--- src/rtl/fifo_pkg.sv ---
// Shared sizing and pointer helpers for the synchronous flag FIFO.
// Build option: FIFO_FWFT_EN selects first-word-fall-through reads in fifo_sync_flags.
package fifo_pkg;

    // Width of the occupancy counter: must hold 0..depth inclusive.
    function automatic int lvl_w(input int depth);
        return $clog2(depth + 1);
    endfunction

    // Width of a memory index 0..depth-1.
    function automatic int ptr_w(input int depth);
        return $clog2(depth);
    endfunction

    // Advance a pointer, wrapping after the last entry (no extra wrap bit).
    function automatic int ptr_inc(input int ptr, input int depth);
        return (ptr == depth - 1) ? 0 : ptr + 1;
    endfunction

endpackage

--- src/rtl/fifo_sync_ram.sv ---
// Storage array for the FIFO: one synchronous write port, one asynchronous read port.
// The read stage (when one is wanted) lives in the FIFO top.
module fifo_sync_ram
    import fifo_pkg::*;
#(
    parameter int WIDTH = 8,
    parameter int DEPTH = 8
) (
    input  logic                      clk,
    input  logic                      we,
    input  logic [ptr_w(DEPTH)-1:0]   waddr,
    input  logic [WIDTH-1:0]          wdata,
    input  logic [ptr_w(DEPTH)-1:0]   raddr,
    output logic [WIDTH-1:0]          rdata
);

    logic [WIDTH-1:0] mem [DEPTH];

    // Write port; contents are intentionally never reset.
    always_ff @(posedge clk) begin
        if (we) begin
            mem[waddr] <= wdata;
        end
    end

    assign rdata = mem[raddr];

endmodule

--- src/rtl/fifo_sync_flags.sv ---
// Synchronous single-clock FIFO for any DEPTH >= 2, with level, almost flags,
// overflow/underflow pulses and rd_valid.
// Build option: FIFO_FWFT_EN -> first-word-fall-through (head shown combinationally,
// rd_en acknowledges it). Undefined -> registered read with one cycle of latency.
module fifo_sync_flags
    import fifo_pkg::*;
#(
    parameter int WIDTH     = 8,
    parameter int DEPTH     = 8,
    parameter int AF_THRESH = 6,
    parameter int AE_THRESH = 2
) (
    input  logic                      clk,
    input  logic                      rst,
    input  logic                      wr_en,
    input  logic [WIDTH-1:0]          din,
    input  logic                      rd_en,
    output logic [WIDTH-1:0]          dout,
    output logic                      rd_valid,
    output logic                      full,
    output logic                      empty,
    output logic                      almost_full,
    output logic                      almost_empty,
    output logic [lvl_w(DEPTH)-1:0]   level,
    output logic                      overflow,
    output logic                      underflow
);

    localparam int LW = lvl_w(DEPTH);
    localparam int PW = ptr_w(DEPTH);

    if (DEPTH < 2) begin : g_chk_depth
        $error("fifo_sync_flags: DEPTH must be at least 2");
    end
    if (AF_THRESH < 1 || AF_THRESH > DEPTH) begin : g_chk_af
        $error("fifo_sync_flags: AF_THRESH must be within 1..DEPTH");
    end
    if (AE_THRESH < 0 || AE_THRESH >= DEPTH) begin : g_chk_ae
        $error("fifo_sync_flags: AE_THRESH must be within 0..DEPTH-1");
    end

    logic [LW-1:0]    level_reg, level_next;
    logic [PW-1:0]    wr_ptr_reg, rd_ptr_reg;
    logic             overflow_reg, underflow_reg;
    logic             rd_acc, wr_acc;
    logic [WIDTH-1:0] ram_rdata;

    // Flags come straight from the registered occupancy.
    assign empty        = (level_reg == '0);
    assign full         = (level_reg == LW'(DEPTH));
    assign almost_full  = (level_reg >= LW'(AF_THRESH));
    assign almost_empty = (level_reg <= LW'(AE_THRESH));
    assign level        = level_reg;
    assign overflow     = overflow_reg;
    assign underflow    = underflow_reg;

    // A read frees a slot in the same cycle, so a full FIFO still accepts a write alongside it.
    assign rd_acc = rd_en && !empty;
    assign wr_acc = wr_en && (!full || rd_acc);

    // Occupancy moves only when exactly one side is accepted.
    always_comb begin
        level_next = level_reg;
        if (wr_acc && !rd_acc) begin
            level_next = level_reg + LW'(1);
        end else if (rd_acc && !wr_acc) begin
            level_next = level_reg - LW'(1);
        end
    end

    // Pointers, occupancy and the rejected-request pulses.
    always_ff @(posedge clk) begin
        if (rst) begin
            wr_ptr_reg    <= '0;
            rd_ptr_reg    <= '0;
            level_reg     <= '0;
            overflow_reg  <= 1'b0;
            underflow_reg <= 1'b0;
        end else begin
            if (wr_acc) begin
                wr_ptr_reg <= PW'(ptr_inc(int'(wr_ptr_reg), DEPTH));
            end
            if (rd_acc) begin
                rd_ptr_reg <= PW'(ptr_inc(int'(rd_ptr_reg), DEPTH));
            end
            level_reg     <= level_next;
            overflow_reg  <= wr_en && !wr_acc;
            underflow_reg <= rd_en && !rd_acc;
        end
    end

    fifo_sync_ram #(
        .WIDTH (WIDTH),
        .DEPTH (DEPTH)
    ) u_ram (
        .clk   (clk),
        .we    (wr_acc && !rst),
        .waddr (wr_ptr_reg),
        .wdata (din),
        .raddr (rd_ptr_reg),
        .rdata (ram_rdata)
    );

`ifdef FIFO_FWFT_EN
    // Head of the queue is presented as soon as it exists; rd_en only retires it.
    assign dout     = ram_rdata;
    assign rd_valid = !empty;
`else
    logic [WIDTH-1:0] dout_reg;
    logic             rd_valid_reg;

    // Registered read stage: capture the head on an accepted read, otherwise hold dout.
    always_ff @(posedge clk) begin
        if (rst) begin
            dout_reg     <= '0;
            rd_valid_reg <= 1'b0;
        end else if (rd_acc) begin
            dout_reg     <= ram_rdata;
            rd_valid_reg <= 1'b1;
        end else begin
            rd_valid_reg <= 1'b0;
        end
    end

    assign dout     = dout_reg;
    assign rd_valid = rd_valid_reg;
`endif

endmodule

--- config.mk ---
export PLATFORM = sky130hd
export DESIGN_NAME = fifo_sync_flags
export DESIGN_NICKNAME = d
export VERILOG_FILES = /design/src/rtl/fifo_pkg.sv /design/src/rtl/fifo_sync_ram.sv /design/src/rtl/fifo_sync_flags.sv
export SDC_FILE = /design/constraint.sdc
export NUM_CORES = 1
export LEC_CHECK = 0
export BUFFER_PORTS_ARGS = -buffer_cell sky130_fd_sc_hd__buf_2
export CAP_MARGIN = 20
export CORE_AREA = 2 2 85 87
export CTS_CLUSTER_DIAMETER = 30
export DETAILED_ROUTE_END_ITERATION = 16
export DIE_AREA = 0 0 87 89
export HOLD_SLACK_MARGIN = 0.06
export PLACE_DENSITY = 0.7
export SLEW_MARGIN = 0
export SYNTH_ARGS = -nofsm -noshare
export SYNTH_HDL_FRONTEND = slang
export SYNTH_SLANG_ARGS = --single-unit
--- constraint.sdc ---
create_clock -name clk -period 2.75 [get_ports clk]
set_clock_uncertainty 0.05 [all_clocks]
set_input_delay 0.275 -clock clk [delete_from_list [all_inputs] [get_ports clk]]
set_output_delay 0.275 -clock clk [all_outputs]
set_load 0.03 [all_outputs]
==> summary.md <==
| Metric | Value |
|---|---|
| Postcts setup bufs | `0` |
| Largest net degree at the start of global routing | `27` |
| Overall Global Routing Usage | `17.6%` |
| CP Launch Point | `level[3]` |
| Pwr per Cell Area | `a little under 900 mW/mm^2` |
| CORE AREA | `between 0.006 and 0.007 sq mm` |
| Max IR drop VDD | `just over 0.0003 V` |
| CP Class | `reg -> reg` |
| Hold path depth | `1` |
| CTS H-tree depth | `3` |
| Largest register FFs | `64` |
| Sequential fraction of the synthesis area | `70.2%` |
| Drt first pass iters | `4` |
| IO Count | `31` |
| Worst reg2reg endpoint | `level[3]` |
| Syn nets | `about 230` |
| Chip height | `approximately 89 um` |
| Root Buffer | `clkbuf_8` |
| CP max stage cell | `or4b_4` |
| Initial antenna violation count | `0` |
| Rows | `30` |
| TritonCTS clock tree | `done` |
| Maxcap violations | `0` |
| Initial Util | `between 40 and 50%` |
| Outcome | `complete, no violations` |
| Final setup vio count | `0` |
| Seq cells post-synth | `85` |
| Layout area overhead | `16.2%` |
| Crit-path cells | `or4b_4, o21ai_4, inv_2, ha_1, inv_2, ha_1, a21oi_2, a211oi_1, a31oi_1, mux2_2` |
| Vias | `1,883` |
| Clk sinks | `85` |
| Reg2reg path depth | `10` |
| Pwr Total | `~3.4 mW` |
| Internal | `2.32 mW` |
| WL per Instance | `between 15 and 20 um` |
| Final hold slack | `0.148 ns` |
| Syn_area_per_cell | `16.1 sq um` |
| Vias in the first global route | `around 1,800` |
| ANT nets after route | `0` |
| Detailed-route DRC error count | `0` |
| Hold worst-path end | `u_ram.mem[2][3]` |
| Vias per cell | `~5.5` |
| Net Sw Frac | `32.1%` |
| Max-slew headroom at the worst pin | `between 60% and 70%` |
| CP Capture Type | `register` |
| Buf/Inv on CP | `2` |
| Crit path required time | `approximately 2.9 ns` |
| Crit-path max cell delay | `about 0.5 ns` |
| CTS Hold Buffers Added | `0` |
| Final Wtd Congestion | `~0.78` |
| Synth unique cells | `34` |
| Die area | `a little under 0.008 sq mm` |
| Hpwl dp | `slightly above 4000 um` |
| Worst Tran Pin Value | `0.462 ns` |
| Number of buffers inserted by port buffering | `30` |
| Worst path top cell family by delay | `compound AO/OA/AOI/OAI gates` |
| Startpoint Class | `register` |
| YS warnings | `0` |
| P_leak | `around 1.4 nW` |
| Max Slew Vio Count | `0` |
| First-pass GRT wire length | `approximately 9600 um` |
| Die W | `87 um` |
| Synthesized area | `between 0.003 and 0.004 sq mm` |
| HP Start | `din[3]` |
| RR Startpoint | `level[3]` |
| Longest Clk Path Bufs | `2` |
| Total Nets Final | `around 280` |
| Endpoints failing hold | `0` |
| Initial drt markers | `~140` |
| Clock slew at reported path FFs | `0.08 ns` |
| Worst Hold Class | `in -> reg` |
| Fraction of layout cells with a size suffix above 1 | `about a third` |
| Diodes inserted | `0` |
| Cell count after synthesis | `around 210` |
| Net Switching | `between 1 and 1.5 mW` |
| CTS buffer count | `9` |
| Flop pwr share | `a little under half` |
| Final WL | `roughly 6300 um` |
| Clock share of power | `25.3%` |
| CP arrival | `roughly 2.8 ns` |
| Post-layout minimum cycle time | `roughly 2.6 ns` |
| Combinational share of power | `29.7%` |
| Final Cycle Share | `approximately 96%` |
| Grt ovf | `0` |
| CP max FO | `8` |
| Fmax | `0.379 GHz` |
| Slack of the worst reg-to-reg path | `between 0.1 and 0.15 ns` |
| Clock Latency Late Sink | `around 0.34 ns` |
==> placed cells by master, fill, tap and decap left out, types with 2 or more instances in the layout <==
cell,n
a211oi_1,2
a21oi_1,7
buf_2,30
buf_4,18
clkbuf_1,2
clkbuf_8,9
clkinv_4,2
dfxtp_1,17
dfxtp_2,3
edfxtp_1,64
ha_1,7
inv_1,2
inv_2,2
mux4_2,16
nand2_1,11
nand3b_1,2
nor2_1,22
nor3_1,13
o22ai_1,8
or3_1,2
==> cell usage after synthesis (all sizes together) <==
cell type	n	area, sq um
nand3b	2	15.0
nand2b	1	6.26
edfxtp	64	1920
a31oi	1	6.26
or3	2	12.5
o41a	1	11.3
a21oi	8	40.0
fa	1	20.0
nand3	1	5.00
clkbuf	5	18.8
nor3	13	65.1
mux2	1	11.3
mux4	16	360
nor2b	1	6.26
nor4	1	6.26
o21ai	1	16.3
mux2i	1	10.0
a211oi	2	15.0
nor4b	1	8.76
nor2	22	82.6
or4b	1	13.8
inv	4	15.0
o22ai	8	50.1
and3b	1	8.76
ha	7	87.6
nand2	12	47.6
buf	5	30.0
dfxtp	21	420
a21o	1	7.51
xnor2	1	8.76
xor2	1	8.76
==> kinds of logic after synthesis <==
logic type	synth area share, %
DFF	70.2
and+or+nand+nor	8.32
AOI/OAI and AO/OA	4.39
muxes	11.4
buffers and inverters	1.91
adders and majority gates	3.22
xor gates and xnor gates	0.525
==> layout make-up <==
type	count	area, sq um
clock inverter	5	61.3
timing repair buffer	48	285
sequential	85	2350
clock buffer	11	131
multi-input combinational	108	935
tap	80	100
fill	504	2840
inverter	4	15.0
==> power by group through the flow <==
stage / Combinational [mW] / Sequential [mW] / Clock (mW)
floorplan: 0.575 / 1.73 / 0
global placement: 0.998 / 1.56 / 0
global route: 1.11 / 1.55 / 0.915
detailed placement: 1.01 / 1.57 / 0
finish: 1.01 / 1.54 / 0.862
CTS: 1.01 / 1.54 / 0.876
==> per-layer routing <==
layer	GRT usage [%]	routed length [um]	up-vias
met5	0	0	-
met4	8.52	81	0
met3	3.05	255	6
met2	28.3	3080	45
met1	23.5	2900	932
li1	-	-	900
==> worst max path at each step <==
stage	end	slack [ns]	depth (start not counted)
2_1_floorplan	level[3]	0.004	10
3_3_place_gp	level[3]	0.12	10
3_5_place_dp	level[3]	0.06	10
4_1_cts	level[3]	0.04	10
5_1_grt	level[3]	-0.01	10
6_report	level[3]	0.11	10
==> stage by stage <==
step                util (%)  setup WS [ns]  std cells  setup TNS, ns  cell area (sq um)
floorplan                  -        0.00377        207              0               3340
global placement        54.7          0.119        325              0               3680
detailed placement      54.7         0.0579        325              0               3680
CTS                     57.6         0.0389        341              0               3870
global route            57.7        -0.0103        341        -0.0103               3880
finish                  57.7          0.111        341              0               3880
==> repair_timing <==
| item | 4_1_cts | 5_1_grt |
|---|---|---|
| hold endpoints to repair | 0 | 0 |
| endpoints found under the setup margin | 0 | 1 |
| gates resized for setup | 0 | 3 |
(Power assumes the default switching activity.)
